$ cat config.mk
export PLATFORM = sky130hd
export DESIGN_NAME = mem_port_arbiter
export DESIGN_NICKNAME = d
export VERILOG_FILES = /design/src/rtl/mem_port_arbiter_pkg.sv /design/src/rtl/mem_port_arbiter_run_counter.sv /design/src/rtl/mem_port_arbiter.sv
export SDC_FILE = /design/constraint.sdc
export NUM_CORES = 1
export LEC_CHECK = 0
export BUFFER_PORTS_ARGS = -buffer_cell sky130_fd_sc_hd__buf_2
export CAP_MARGIN = 20
export CORE_MARGIN = 5
export CORE_UTILIZATION = 32
export DETAILED_ROUTE_END_ITERATION = 16
export GPL_ROUTABILITY_DRIVEN = 0
export PLACE_DENSITY_LB_ADDON = 0.3
export SLEW_MARGIN = 40
export SYNTH_ARGS = -nofsm -noshare
export SYNTH_HDL_FRONTEND = slang
export SYNTH_SLANG_ARGS = --single-unit
export TNS_END_PERCENT = 5
$ cat constraint.sdc
create_clock -name clk -period 4.3 [get_ports clk]
set_input_delay 1.29 -clock clk [delete_from_list [all_inputs] [get_ports clk]]
set_output_delay 1.29 -clock clk [all_outputs]
set_load 0.05 [all_outputs]
$ cat src/rtl/mem_port_arbiter_pkg.sv
// Shared definitions for the unified-memory port arbiter:
// response-owner encoding, default starvation bound and owner helper.
package mem_port_arbiter_pkg;

    typedef enum logic [1:0] {
        OWN_NONE = 2'd0,
        OWN_IF   = 2'd1,
        OWN_DM   = 2'd2
    } owner_e;

    localparam int unsigned MAX_DATA_RUN_DEF = 4;

    // Which requester the RAM response belongs to, given this cycle's grants.
    function automatic owner_e owner_of(input logic if_gnt, input logic dm_gnt);
        owner_e own;
        if (dm_gnt) begin
            own = OWN_DM;
        end else if (if_gnt) begin
            own = OWN_IF;
        end else begin
            own = OWN_NONE;
        end
        return own;
    endfunction

endpackage

$ cat src/rtl/mem_port_arbiter_run_counter.sv
// Anti-starvation counter: counts consecutive data grants while a fetch waits
// and forces the next grant to fetch once the bound is reached.
module arb_run_counter
    import mem_port_arbiter_pkg::*;
#(
    parameter int unsigned MAX_DATA_RUN = MAX_DATA_RUN_DEF
) (
    input  logic clk,
    input  logic reset,
    input  logic if_req,
    input  logic if_gnt,
    input  logic dm_gnt,
    output logic force_fetch
);

    localparam logic [3:0] RUN_MAX = 4'(MAX_DATA_RUN);

    logic [3:0] run_cnt_r;
    logic [3:0] run_cnt_nxt_s;

    // Next count: clear when fetch is served or absent, saturate at the bound.
    always_comb begin
        run_cnt_nxt_s = run_cnt_r;
        if (if_gnt || !if_req) begin
            run_cnt_nxt_s = 4'd0;
        end else if (dm_gnt && (run_cnt_r < RUN_MAX)) begin
            run_cnt_nxt_s = run_cnt_r + 4'd1;
        end else begin
            run_cnt_nxt_s = run_cnt_r;
        end
    end

    // Run counter register.
    always_ff @(posedge clk or negedge reset) begin
        if (!reset) begin
            run_cnt_r <= 4'd0;
        end else begin
            run_cnt_r <= run_cnt_nxt_s;
        end
    end

    assign force_fetch = (run_cnt_r == RUN_MAX);

endmodule

$ cat src/rtl/mem_port_arbiter.sv
// Shares one single-port synchronous RAM between instruction fetch and data
// memory; data wins unless it has starved fetch for MAX_DATA_RUN grants.
module mem_port_arbiter
    import mem_port_arbiter_pkg::*;
#(
    parameter int unsigned AW           = 16,
    parameter int unsigned DW           = 16,
    parameter int unsigned MAX_DATA_RUN = MAX_DATA_RUN_DEF
) (
    input  logic          clk,
    input  logic          reset,
    input  logic          if_req,
    input  logic [AW-1:0] if_addr,
    output logic          if_gnt,
    output logic          if_stall,
    output logic          if_valid,
    output logic [DW-1:0] if_rdata,
    input  logic          dm_req,
    input  logic          dm_we,
    input  logic [AW-1:0] dm_addr,
    input  logic [DW-1:0] dm_wdata,
    output logic          dm_gnt,
    output logic          dm_stall,
    output logic          dm_valid,
    output logic [DW-1:0] dm_rdata,
    output logic          mem_en,
    output logic          mem_we,
    output logic [AW-1:0] mem_addr,
    output logic [DW-1:0] mem_wdata,
    input  logic [DW-1:0] mem_rdata
);

    logic   force_fetch_s;
    logic   if_gnt_s;
    logic   dm_gnt_s;
    owner_e owner_r;
    logic   if_valid_r;
    logic   dm_valid_r;
    logic   dm_wr_r;

    arb_run_counter #(
        .MAX_DATA_RUN(MAX_DATA_RUN)
    ) u_run_counter (
        .clk        (clk),
        .reset      (reset),
        .if_req     (if_req),
        .if_gnt     (if_gnt_s),
        .dm_gnt     (dm_gnt_s),
        .force_fetch(force_fetch_s)
    );

    // Grant decision; nothing is granted while reset is held.
    always_comb begin
        if_gnt_s = 1'b0;
        dm_gnt_s = 1'b0;
        if (!reset) begin
            if_gnt_s = 1'b0;
            dm_gnt_s = 1'b0;
        end else if (dm_req && !(if_req && force_fetch_s)) begin
            dm_gnt_s = 1'b1;
        end else if (if_req) begin
            if_gnt_s = 1'b1;
        end else begin
            if_gnt_s = 1'b0;
            dm_gnt_s = 1'b0;
        end
    end

    assign if_gnt    = if_gnt_s;
    assign dm_gnt    = dm_gnt_s;
    assign if_stall  = if_req & ~if_gnt_s;
    assign dm_stall  = dm_req & ~dm_gnt_s;
    assign mem_en    = if_gnt_s | dm_gnt_s;
    assign mem_we    = dm_gnt_s & dm_we;
    assign mem_addr  = dm_gnt_s ? dm_addr : if_addr;
    assign mem_wdata = dm_gnt_s ? dm_wdata : {DW{1'b0}};

    // Response owner: remembers this cycle's grant to route next cycle's data.
    always_ff @(posedge clk or negedge reset) begin
        if (!reset) begin
            owner_r    <= OWN_NONE;
            if_valid_r <= 1'b0;
            dm_valid_r <= 1'b0;
            dm_wr_r    <= 1'b0;
        end else begin
            owner_r    <= owner_of(if_gnt_s, dm_gnt_s);
            if_valid_r <= if_gnt_s;
            dm_valid_r <= dm_gnt_s;
            dm_wr_r    <= dm_gnt_s & dm_we;
        end
    end

    assign if_valid = if_valid_r;
    assign dm_valid = dm_valid_r;

    // Route the RAM output to its owner; a write acknowledge carries zero data.
    always_comb begin
        if_rdata = {DW{1'b0}};
        dm_rdata = {DW{1'b0}};
        case (owner_r)
            OWN_IF: begin
                if_rdata = mem_rdata;
            end
            OWN_DM: begin
                dm_rdata = dm_wr_r ? {DW{1'b0}} : mem_rdata;
            end
            default: begin
                if_rdata = {DW{1'b0}};
                dm_rdata = {DW{1'b0}};
            end
        endcase
    end

endmodule

==> flow_summary.json <==
{
  "insertion_delay_ns": 0.26,
  "min_period_ns": 3.91,
  "final_nets": 317,
  "critPathMaxFanout": 35,
  "antenna_found_initial": 0,
  "numCtsBuffers": 3,
  "synthTopCellsByArea": "and2_1 34%, dfrtp_1 21%, mux2_4 16%",
  "p_leak_nw": 1.08,
  "syn_inst": 104,
  "tightest_slew_ns": 0.687,
  "cp-start-kind": "input port",
  "fill_cells": 265,
  "cp-end-kind": "output pin",
  "finalPower_mw": 0.363,
  "multiInputGateArea_um2": 691,
  "yosysWarnings": 0,
  "ys_types": 23,
  "regArea_um2": 200,
  "drcViolationCount": 0,
  "synth-seq-area-share_pct": 21.4,
  "ys_ff_latch": 8,
  "coreArea_mm2": 0.00278,
  "vias": 1231,
  "ys.flop_type": "dfrtp_1",
  "setup_violations": 0,
  "ios": 141,
  "critPathKind": "in2out",
  "fin_skew_ns": 0.00508,
  "setup_tns_ns": 0,
  "totalWireLength_mm": 3.61,
  "rsz0062_at_grt": "false",
  "max_freq_mhz": 255,
  "clockBufferDepth": 2,
  "grt_overflow": 0,
  "grt_pass1_wl_mm": 5.82,
  "relSlewSlack_pct": 54.1,
  "power_density_mw_per_mm2": 214,
  "synth_edf_count": 0,
  "yosysMostFrequentCell": "and2_1",
  "vias_per_cell": 4.48,
  "die_area_mm2": 0.00411,
  "postCtsSetupBuffers": 0,
  "num_rows": 19,
  "synth_top_cells_by_count": "51 x and2_1, 10 x mux2_4, 8 x dfrtp_1",
  "drt-wirelength-per-cell_um": 13.1,
  "die_x_um": 64.1,
  "n_antenna_cell": 0,
  "cts_root_buf": "clkbuf_4",
  "numClockSinks": 8,
  "grt_max_degree": 36,
  "synth_fp_nets": 175,
  "fin_crit_sh_pct": 91.0,
  "irDropWorstVdd_mv": 0.189,
  "track_usage_pct": 17.3,
  "synth_top_area_share_pct": 34.0,
  "syn_area_per_cell_um2": 9.01,
  "syn_area_um2": 937,
  "synth.largest_area_cell": "and2_1",
  "hold_violations": 0,
  "cts_tree": "built",
  "start_util_pct": 33.7,
  "firstDrtPassIters": 4,
  "status": "finished, final reports clean",
  "drv_slew": 0,
  "drive_gt1_share_pct": 66.4,
  "postCtsHoldBufs": 0,
  "drt_iter0_drc": 19,
  "hold_path_class": "reg2reg",
  "cap_violations": 0,
  "ctsHtreeMaxLevel": 1,
  "numPortBuffers": 140,
  "clk_pin_slew_worst_paths_ns": 0.06,
  "required_ns": 3.01,
  "area_delta_synth_final_pct": 80.9,
  "ys_async_sr_fraction_pct": 100,
  "cts_resized": 0,
  "antenna_left": 0,
  "crit_arrival_ns": 2.62,
  "grt_pass1_vias": 1321,
  "die_y_um": 64.1
}
==> state kept, by name (all words and copies together), names as in the netlist <==
name                     count
u_run_counter.run_cnt_r      4
dm_valid                     1
dm_wr_r                      1
if_valid                     1
owner_r                      1
==> final cells by class <==
cell class,instances,area share [%]
repair buffers,142,43.0
multi-input cells,87,40.7
flip-flops and latches,8,11.8
clock buffers,3,1.33
well taps,31,2.29
inverters,4,0.886
==> cell families (layout without fill, tap and decap cells) <==
| logic type | Yosys count | after routing | synth area share [%] |
|---|---|---|---|
| AO/OA/AOI/OAI | 5 | 5 | 4.54 |
| XOR/XNOR | 1 | 1 | 0.935 |
| adder cells (fa/ha/maj) | 2 | 2 | 2.67 |
| buffers and inverters | 9 | 149 | 4.94 |
| flip-flops | 8 | 8 | 21.4 |
| multiplexers | 17 | 17 | 24.3 |
| AND/OR/NAND/NOR | 62 | 62 | 41.3 |
==> critical path, stage by stage <==
cell	delay, ns
buf_2	0.24
nand2_1	0.15
a21oi_4	0.16
buf_12	0.21
mux2_2	0.35
buf_2	0.21
==> worst paths after layout <==
path	from	depth (start not counted)	slack, ns	end
min	u_run_counter.run_cnt_r[2]	1	0.53	u_run_counter.run_cnt_r[2]
max	reset	6	0.39	mem_addr[0]
min reg2reg	u_run_counter.run_cnt_r[2]	1	0.53	u_run_counter.run_cnt_r[2]
max in group asynchronous	reset	1	3.20	dm_valid
max reg2reg	u_run_counter.run_cnt_r[0]	6	2.82	dm_wr_r
min in group asynchronous	reset	1	0.89	u_run_counter.run_cnt_r[3]
==> power by group <==
part           internal, mW  switching, mW  total [mW]
logic                0.0719          0.153       0.225
clock network        0.0321         0.0273      0.0593
registers            0.0780        0.00134      0.0793
==> metrics by stage <==
| step | area, µm² | utilization, % | instances | worst slack, ns | hold slack [ns] |
|---|---|---|---|---|---|
| final | 1700 | 61.0 | 275 | 0.386 | 0.530 |
| after global routing | 1700 | 61.0 | 275 | 0.273 | 0.553 |
| after CTS | 1700 | 61.0 | 275 | 0.387 | 0.532 |
| after detailed placement | 1670 | 60.1 | 272 | 0.384 | 0.519 |
| after global placement | 1670 | 60.1 | 272 | 0.401 | 0.483 |
| after floorplan | 937 | - | 104 | 0.578 | 0.470 |
==> routing by layer <==
metal	global-route usage, %	vias up	routed length [µm]
met5	0	-	0
met4	7.38	0	97
met3	8.93	9	629
met2	31.5	100	1750
met1	16.1	507	1120
li1	-	615	-
==> placed cells by master, fill, tap and decap left out <==
cell / Yosys / routed
buf_2: 1 / 140
and2_1: 51 / 51
mux2_4: 10 / 10
dfrtp_1: 8 / 8
mux2_2: 5 / 5
inv_1: 4 / 4
nor2_1: 3 / 3
clkbuf_4: 0 / 3
nor2b_1: 2 / 2
nor3b_1: 2 / 2
nand2_1: 2 / 2
o21a_1: 2 / 2
ha_1: 2 / 2
and3b_1: 1 / 1
a21oi_4: 1 / 1
mux2_1: 1 / 1
o21ai_0: 1 / 1
o22ai_1: 1 / 1
and4bb_2: 1 / 1
mux2i_1: 1 / 1
xnor2_1: 1 / 1
buf_12: 0 / 1
buf_4: 1 / 1
(Power assumes the default switching activity.)
